### src/rtl/ps2_key_source.sv
// PS/2 keyboard receiver: synchronizes the raw lines, deframes scancodes,
// decodes make/break/shift into ASCII and buffers characters in a small FIFO.
module ps2_key_source #(
  parameter int TIMEOUT_CYCLES = 50000,
  parameter int FIFO_DEPTH     = 4
) (
  input  logic       clk50,
  input  logic       reset,
  input  logic       ps2_clk,
  input  logic       ps2_data,
  output logic [7:0] char_data,
  output logic       char_valid,
  input  logic       char_ready,
  output logic       frame_err,
  output logic       overflow
);

  localparam int TW = $clog2(TIMEOUT_CYCLES + 1);
  localparam int AW = $clog2(FIFO_DEPTH);

  typedef enum logic [1:0] {IDLE, SHIFT, PARITY, STOP} rx_state_t;

  // Synchronizers reset to the PS/2 idle level so release never looks like an edge.
  logic [1:0] clk_sync, data_sync;
  logic       sync_prev, sync_cur, fall, bit_in;

  always_ff @(posedge clk50 or posedge reset) begin
    if (reset) begin
      clk_sync  <= 2'b11;
      data_sync <= 2'b11;
      sync_prev <= 1'b1;
    end else begin
      // NOTE: non-blocking assignments make each flop sample the old value of the one before it.
      clk_sync  <= {clk_sync[0], ps2_clk};
      data_sync <= {data_sync[0], ps2_data};
      sync_prev <= sync_cur;
    end
  end

  assign sync_cur = clk_sync[1];
  assign bit_in   = data_sync[1];
  assign fall     = sync_prev & ~sync_cur;

  // Receiver FSM
  rx_state_t     state, state_n;
  logic [2:0]    bit_cnt, bit_cnt_n;
  logic [7:0]    shreg, shreg_n;
  logic          par_bit, par_bit_n;
  logic [TW-1:0] to_cnt, to_cnt_n;
  logic          scan_valid, scan_valid_n;
  logic [7:0]    scan_code, scan_code_n;
  logic          frame_err_n;

  always_ff @(posedge clk50 or posedge reset) begin
    if (reset) begin
      state      <= IDLE;
      bit_cnt    <= '0;
      shreg      <= '0;
      par_bit    <= 1'b0;
      to_cnt     <= '0;
      scan_valid <= 1'b0;
      scan_code  <= '0;
      frame_err  <= 1'b0;
    end else begin
      state      <= state_n;
      bit_cnt    <= bit_cnt_n;
      shreg      <= shreg_n;
      par_bit    <= par_bit_n;
      to_cnt     <= to_cnt_n;
      scan_valid <= scan_valid_n;
      scan_code  <= scan_code_n;
      frame_err  <= frame_err_n;
    end
  end

  always_comb begin
    // NOTE: every output of this block gets a default first, so no path can infer a latch.
    state_n      = state;
    bit_cnt_n    = bit_cnt;
    shreg_n      = shreg;
    par_bit_n    = par_bit;
    scan_valid_n = 1'b0;
    scan_code_n  = scan_code;
    frame_err_n  = 1'b0;
    to_cnt_n     = (state == IDLE || fall) ? '0 : to_cnt + TW'(1);

    case (state)
      IDLE: if (fall && !bit_in) begin
        state_n   = SHIFT;
        bit_cnt_n = '0;
      end
      SHIFT: if (fall) begin
        shreg_n   = {bit_in, shreg[7:1]};
        bit_cnt_n = bit_cnt + 3'd1;
        if (bit_cnt == 3'd7) state_n = PARITY;
      end
      PARITY: if (fall) begin
        par_bit_n = bit_in;
        state_n   = STOP;
      end
      STOP: if (fall) begin
        state_n = IDLE;
        if (bit_in && (^{par_bit, shreg})) begin
          scan_valid_n = 1'b1;
          scan_code_n  = shreg;
        end else begin
          frame_err_n = 1'b1;
        end
      end
      default: state_n = IDLE;
    endcase

    if (state != IDLE && !fall && to_cnt == TW'(TIMEOUT_CYCLES - 1)) begin
      state_n     = IDLE;
      frame_err_n = 1'b1;
      to_cnt_n    = '0;
    end
  end

  // Scancode to ASCII: {hit, code}. Letters come out upper case while shift is held.
  function automatic logic [8:0] map_key(input logic [7:0] code, input logic shift_on);
    logic [7:0] ch;
    logic       hit, letter;
    ch = 8'h00; hit = 1'b1; letter = 1'b1;
    case (code)
      8'h1C: ch = 8'h61;  8'h32: ch = 8'h62;  8'h21: ch = 8'h63;  8'h23: ch = 8'h64;
      8'h24: ch = 8'h65;  8'h2B: ch = 8'h66;  8'h34: ch = 8'h67;  8'h33: ch = 8'h68;
      8'h43: ch = 8'h69;  8'h3B: ch = 8'h6A;  8'h42: ch = 8'h6B;  8'h4B: ch = 8'h6C;
      8'h3A: ch = 8'h6D;  8'h31: ch = 8'h6E;  8'h44: ch = 8'h6F;  8'h4D: ch = 8'h70;
      8'h15: ch = 8'h71;  8'h2D: ch = 8'h72;  8'h1B: ch = 8'h73;  8'h2C: ch = 8'h74;
      8'h3C: ch = 8'h75;  8'h2A: ch = 8'h76;  8'h1D: ch = 8'h77;  8'h22: ch = 8'h78;
      8'h35: ch = 8'h79;  8'h1A: ch = 8'h7A;
      default: begin
        letter = 1'b0;
        case (code)
          8'h45: ch = 8'h30;  8'h16: ch = 8'h31;  8'h1E: ch = 8'h32;  8'h26: ch = 8'h33;
          8'h25: ch = 8'h34;  8'h2E: ch = 8'h35;  8'h36: ch = 8'h36;  8'h3D: ch = 8'h37;
          8'h3E: ch = 8'h38;  8'h46: ch = 8'h39;  8'h29: ch = 8'h20;  8'h5A: ch = 8'h0D;
          default: hit = 1'b0;
        endcase
      end
    endcase
    if (letter && shift_on) ch = ch - 8'h20;
    return {hit, ch};
  endfunction

  // Decoder
  logic       brk, ext, shift;
  logic       char_wr;
  logic [7:0] char_wr_data;
  logic [8:0] mapped;

  assign mapped = map_key(scan_code, shift);

  always_ff @(posedge clk50 or posedge reset) begin
    if (reset) begin
      brk          <= 1'b0;
      ext          <= 1'b0;
      shift        <= 1'b0;
      char_wr      <= 1'b0;
      char_wr_data <= '0;
    end else begin
      char_wr <= 1'b0;
      if (scan_valid) begin
        if (scan_code == 8'hF0) begin
          brk <= 1'b1;
        end else if (scan_code == 8'hE0) begin
          ext <= 1'b1;
        end else begin
          brk <= 1'b0;
          ext <= 1'b0;
          if (!ext) begin
            if (scan_code == 8'h12 || scan_code == 8'h59) begin
              shift <= ~brk;
            end else if (!brk && mapped[8]) begin
              char_wr      <= 1'b1;
              char_wr_data <= mapped[7:0];
            end
          end
        end
      end
    end
  end

  // Character FIFO with a registered head entry.
  logic [7:0] mem [FIFO_DEPTH];
  logic [AW:0] wptr, rptr, rptr_n;
  logic       empty, full, pop, push;
  logic [7:0] head_n;

  assign empty      = (wptr == rptr);
  assign full       = (wptr[AW] != rptr[AW]) && (wptr[AW-1:0] == rptr[AW-1:0]);
  assign char_valid = ~empty;
  assign pop        = ~empty & char_ready;
  assign push       = char_wr & (~full | pop);
  assign rptr_n     = pop ? rptr + 1'b1 : rptr;

  always_comb begin
    head_n = char_data;
    if (push && rptr_n == wptr)
      head_n = char_wr_data;
    else if (rptr_n != wptr)
      head_n = mem[rptr_n[AW-1:0]];
  end

  // NOTE: storage array has no reset; only pointers and the head register need a known value.
  always_ff @(posedge clk50) begin
    if (push) mem[wptr[AW-1:0]] <= char_wr_data;
  end

  always_ff @(posedge clk50 or posedge reset) begin
    if (reset) begin
      wptr      <= '0;
      rptr      <= '0;
      char_data <= 8'h00;
      overflow  <= 1'b0;
    end else begin
      if (push) wptr <= wptr + 1'b1;
      rptr      <= rptr_n;
      char_data <= head_n;
      overflow  <= char_wr & full & ~pop;
    end
  end

endmodule

### config.mk
export PLATFORM = sky130hd
export DESIGN_NAME = ps2_key_source
export DESIGN_NICKNAME = d
export VERILOG_FILES = /design/src/rtl/ps2_key_source.sv
export SDC_FILE = /design/constraint.sdc
export NUM_CORES = 1
export LEC_CHECK = 0
export BUFFER_PORTS_ARGS = -buffer_cell sky130_fd_sc_hd__buf_2
export CAP_MARGIN = 5
export CORE_MARGIN = 4
export CORE_UTILIZATION = 37
export CTS_CLUSTER_DIAMETER = 50
export CTS_CLUSTER_SIZE = 28
export DETAILED_ROUTE_END_ITERATION = 7
export PLACE_DENSITY_LB_ADDON = 0.12
export SKIP_CTS_REPAIR_TIMING = 1
export SLEW_MARGIN = 20
export SYNTH_ARGS = -nofsm -noshare
export SYNTH_HDL_FRONTEND = slang
export SYNTH_SLANG_ARGS = --single-unit
### constraint.sdc
create_clock -name clk50 -period 2.1 [get_ports clk50]
set_input_delay 0 -clock clk50 [delete_from_list [all_inputs] [get_ports clk50]]
set_output_delay 0 -clock clk50 [all_outputs]
set_load 0.05 [all_outputs]
==> results summary <==
The transition time of the tightest slew-check pin came out at 0.748 ns. The number of warnings printed during yosys synthesis is 0. The total inserted antenna cells came out at 0. The startpoint identified for the worst register-to-register timing path is scan_code[4]$_DFFE_PP0P_. The most instantiated library cell after synthesis is sky130_fd_sc_hd__dfrtp_1.

The sequential-to-total area share from yosys stat is 48.4%. The relative area change from synthesis to final layout came out at 27.6%. Of the cells placed in the final design, the portion with a size suffix greater than 1 is 34.5%. The number of standard-cell rows in the floorplan is 45. The routed wire length is 13.0 mm. The post-synthesis cell count is 506. The first global-routing pass estimated 22.0 mm of wire. The run finished, with violations left. The final RePlAce weighted congestion came out at 0.906.

16 I/O pins were placed. The maximum fanout along the worst path is 5. In the routed layout, each cell is associated on average with a via count of 5.23. The final reports fail on negative hold slack, negative setup slack. The number of remaining DRC errors came out at 0.

In the synthesized netlist the dominant register cell turns out to be sky130_fd_sc_hd__dfrtp_1. The final setup slack of the worst path is -0.216 ns. The worst hold path begins at char_ready.

Across all layers, the routed design uses 4214 vias. The overall die height is 132 um. Sorting the synthesized cells by how often they occur yields sky130_fd_sc_hd__dfrtp_1, sky130_fd_sc_hd__mux2i_1, sky130_fd_sc_hd__nand2_1.

From left edge to right edge, the die measures 132 um. Data on the critical path is required at its endpoint by 2.34 ns. The global-route usage over all layers came out at 15.3%. The post-layout instance area came out at 0.00730 mm^2. Setup violations remaining at the end of the flow were counted as 9.

The post-synthesis async set-or-reset flop share is 69.2%. The most area-hungry cell type in the Yosys netlist is sky130_fd_sc_hd__dfrtp_1. The max-slew violation count is 0. The period utilization is 110%. The number of distinct standard cells referenced by the synthesized netlist came out at 73.

Setup repair after global routing could not meet its margin everywhere. The share of Yosys cell area claimed by the top area cell type is 29.3%. The layout filler cell count is 1342. The count of cells in the finished layout, fillers not included, comes to 805. For this run, the post-layout net count is 630. The number of antenna violations at the first check in global routing is 0. The full die area is 0.0175 mm^2.

The cell area after technology mapping is 0.00572 mm^2. The starting density of the core came out at 37.8%. Sorting the synthesized cells by area gives the leading types as sky130_fd_sc_hd__dfrtp_1, sky130_fd_sc_hd__edfxtp_1, sky130_fd_sc_hd__mux2i_1. The critical path is of the flip-flop to flip-flop type. The number of global-route vias before repair is 4323. The final hold violation count came out at 1. The upper clock frequency limit came out at 432 MHz. The smallest hold slack came out at -0.00919 ns. Clock skew on the completed layout was measured at 0.00824 ns.

Clock tree synthesis selected as its root buffer the cell sky130_fd_sc_hd__clkbuf_16. The longest clock path from root to sink contains 2 buffers. In this run, synthesis produced a sequential element count of 104. The most critical setup path has its startpoint at scan_code[4]$_DFFE_PP0P_. The instance count after placement with tap cells included came out at 776.

The area of the multi-input gates is 0.00294 mm^2. The HPWL after detailed placement is 9.69 mm. The count of input and output buffers came out at 15. Summing all flip-flop and latch instances after layout gives 0.00277 mm^2.

The per-instance average area after synthesis is 11.3 um^2. The clock tree from TritonCTS is yes. The number of flops mapped to enable cells by yosys is 32. The number of H-tree levels came out at 3. The leakage power summed over all cells is 0.00316 uW. The relative slew slack came out at 50.0%. The cell area power density came out at 1050 mW/mm^2.

The number of detailed-route iterations in the first pass came out at 4. The first-iteration detailed-routing DRC count came out at 218. The number of max-cap violations came out at 0. The maximum number of pins on one net before global-route repair came out at 35. The net count after synthesis is 524. The worst path arrival time came out at 2.55 ns. The number of nets with antenna violations after routing came out at 0. The routed wire length per instance came out at 16.2 um. After detailed placement, the total cell area comes to 0.00670 mm^2. STA classifies the critical path endpoint as a flip-flop.

The number of buffers inserted during clock tree synthesis came out at 9. The post-CTS clock slew at the launch and capture registers of the worst setup and hold paths is 0.07 ns. The post-layout minimum cycle time is 2.32 ns. The remaining global-route overflow came out at 0. The worst voltage drop across the vdd grid came out at 0.000915 V. The worst min-delay path class is primary input to flip-flop. The area of the core is 0.0151 mm^2. The sink count of the clock tree came out at 104. The clock insertion delay at the later pin of the skew report came out at 0.34 ns. The type of element launching the critical path is a flip-flop.
==> critical path, stage by stage (launching register included) <==
cell	delay (ns)
sky130_fd_sc_hd__dfrtp_2	0.40
sky130_fd_sc_hd__buf_6	0.12
sky130_fd_sc_hd__or4b_4	0.49
sky130_fd_sc_hd__buf_4	0.17
sky130_fd_sc_hd__buf_4	0.14
sky130_fd_sc_hd__o41ai_4	0.04
sky130_fd_sc_hd__a211oi_2	0.14
sky130_fd_sc_hd__a31oi_4	0.24
sky130_fd_sc_hd__nor2b_4	0.08
sky130_fd_sc_hd__buf_4	0.13
sky130_fd_sc_hd__buf_4	0.12
sky130_fd_sc_hd__and2_1	0.14
==> routing by layer <==
| layer | vias to the layer above | part of all wire [%] | track usage [%] |
|---|---|---|---|
| li1 | 2057 | - | - |
| met1 | 2076 | 45 | 19.9 |
| met2 | 63 | 50 | 25.9 |
| met3 | 18 | 2.9 | 3.21 |
| met4 | 0 | 1.6 | 4.56 |
| met5 | - | 0 | 0 |
==> layout by cell type (no fill, tap or decap), drive strengths merged, types with 8 or more instances in the layout <==
cell    instances
nand2          35
dfrtp          67
mux2i          50
nor2           34
nor2b          11
nand2b          9
inv            20
edfxtp         32
nand3          18
a21oi          12
clkbuf          9
mux4            8
xnor2          22
mux2           20
ha             13
nor3           10
o21ai          16
xor2           10
buf           120
==> per-stage QoR <==
stage               util (%)  setup TNS [ns]  power, uW  worst slack [ns]
finish                  48.2           -1.31       7650            -0.216
global route            48.2           -2.24       8130            -0.332
CTS                     46.3           -2.09       7560            -0.338
detailed placement      44.3           -1.93       5760            -0.317
global placement        44.3           -1.57       5690            -0.251
floorplan                  -          -0.427       4790            -0.122
==> final timing paths <==
| check | end | slack, ns | cells past startpoint |
|---|---|---|---|
| min in group asynchronous | to_cnt[4]$_DFF_PP0_ | 0.34 | 3 |
| hold / removal | rptr[2]$_DFF_PP0_ | -0.009 | 3 |
| setup / recovery | char_wr_data[7]$_DFFE_PP0P_ | -0.22 | 11 |
| hold reg to reg | clk_sync[1]$_DFF_PP1_ | 0.35 | 0 |
| max in group asynchronous | clk_sync[0]$_DFF_PP1_ | 1.10 | 4 |
| setup reg to reg | char_wr_data[7]$_DFFE_PP0P_ | -0.22 | 11 |
==> logic make-up (layout without fill, tap and decap cells) <==
| logic type | after synthesis | count (layout) | synth area share (%) |
|---|---|---|---|
| mux | 78 | 78 | 16.0 |
| buf+inv | 46 | 157 | 3.28 |
| xor+xnor | 32 | 32 | 4.90 |
| simple gates | 159 | 159 | 14.8 |
| fa+ha+maj | 13 | 13 | 2.84 |
| compound gates | 74 | 74 | 9.74 |
| flops | 104 | 104 | 48.4 |
==> where the power goes <==
group	switching [uW]	internal, uW	leakage, uW	total (uW)
sequential	241	2350	0.00124	2600
clock	728	1040	0.000158	1770
combinational	1700	1590	0.00176	3290
==> state kept, by name, summed over array words and instances (netlist names), 2 cells and up <==
name,count
scan_code,8
data_sync,2
char_data,8
bit_cnt,3
rptr,3
to_cnt,16
mem,32
shreg,8
wptr,3
state,2
clk_sync,2
char_wr_data,8
==> cell type report <==
cell class,count,share of cell area (%)
well taps,188,3.22
clock inverters,7,1.25
inverters,18,0.960
multi-input cells,356,40.3
clock buffers,9,3.09
repair buffers,123,13.2
flip-flops and latches,104,38.0
No activity file was read; power rests on OpenSTA's default activity.
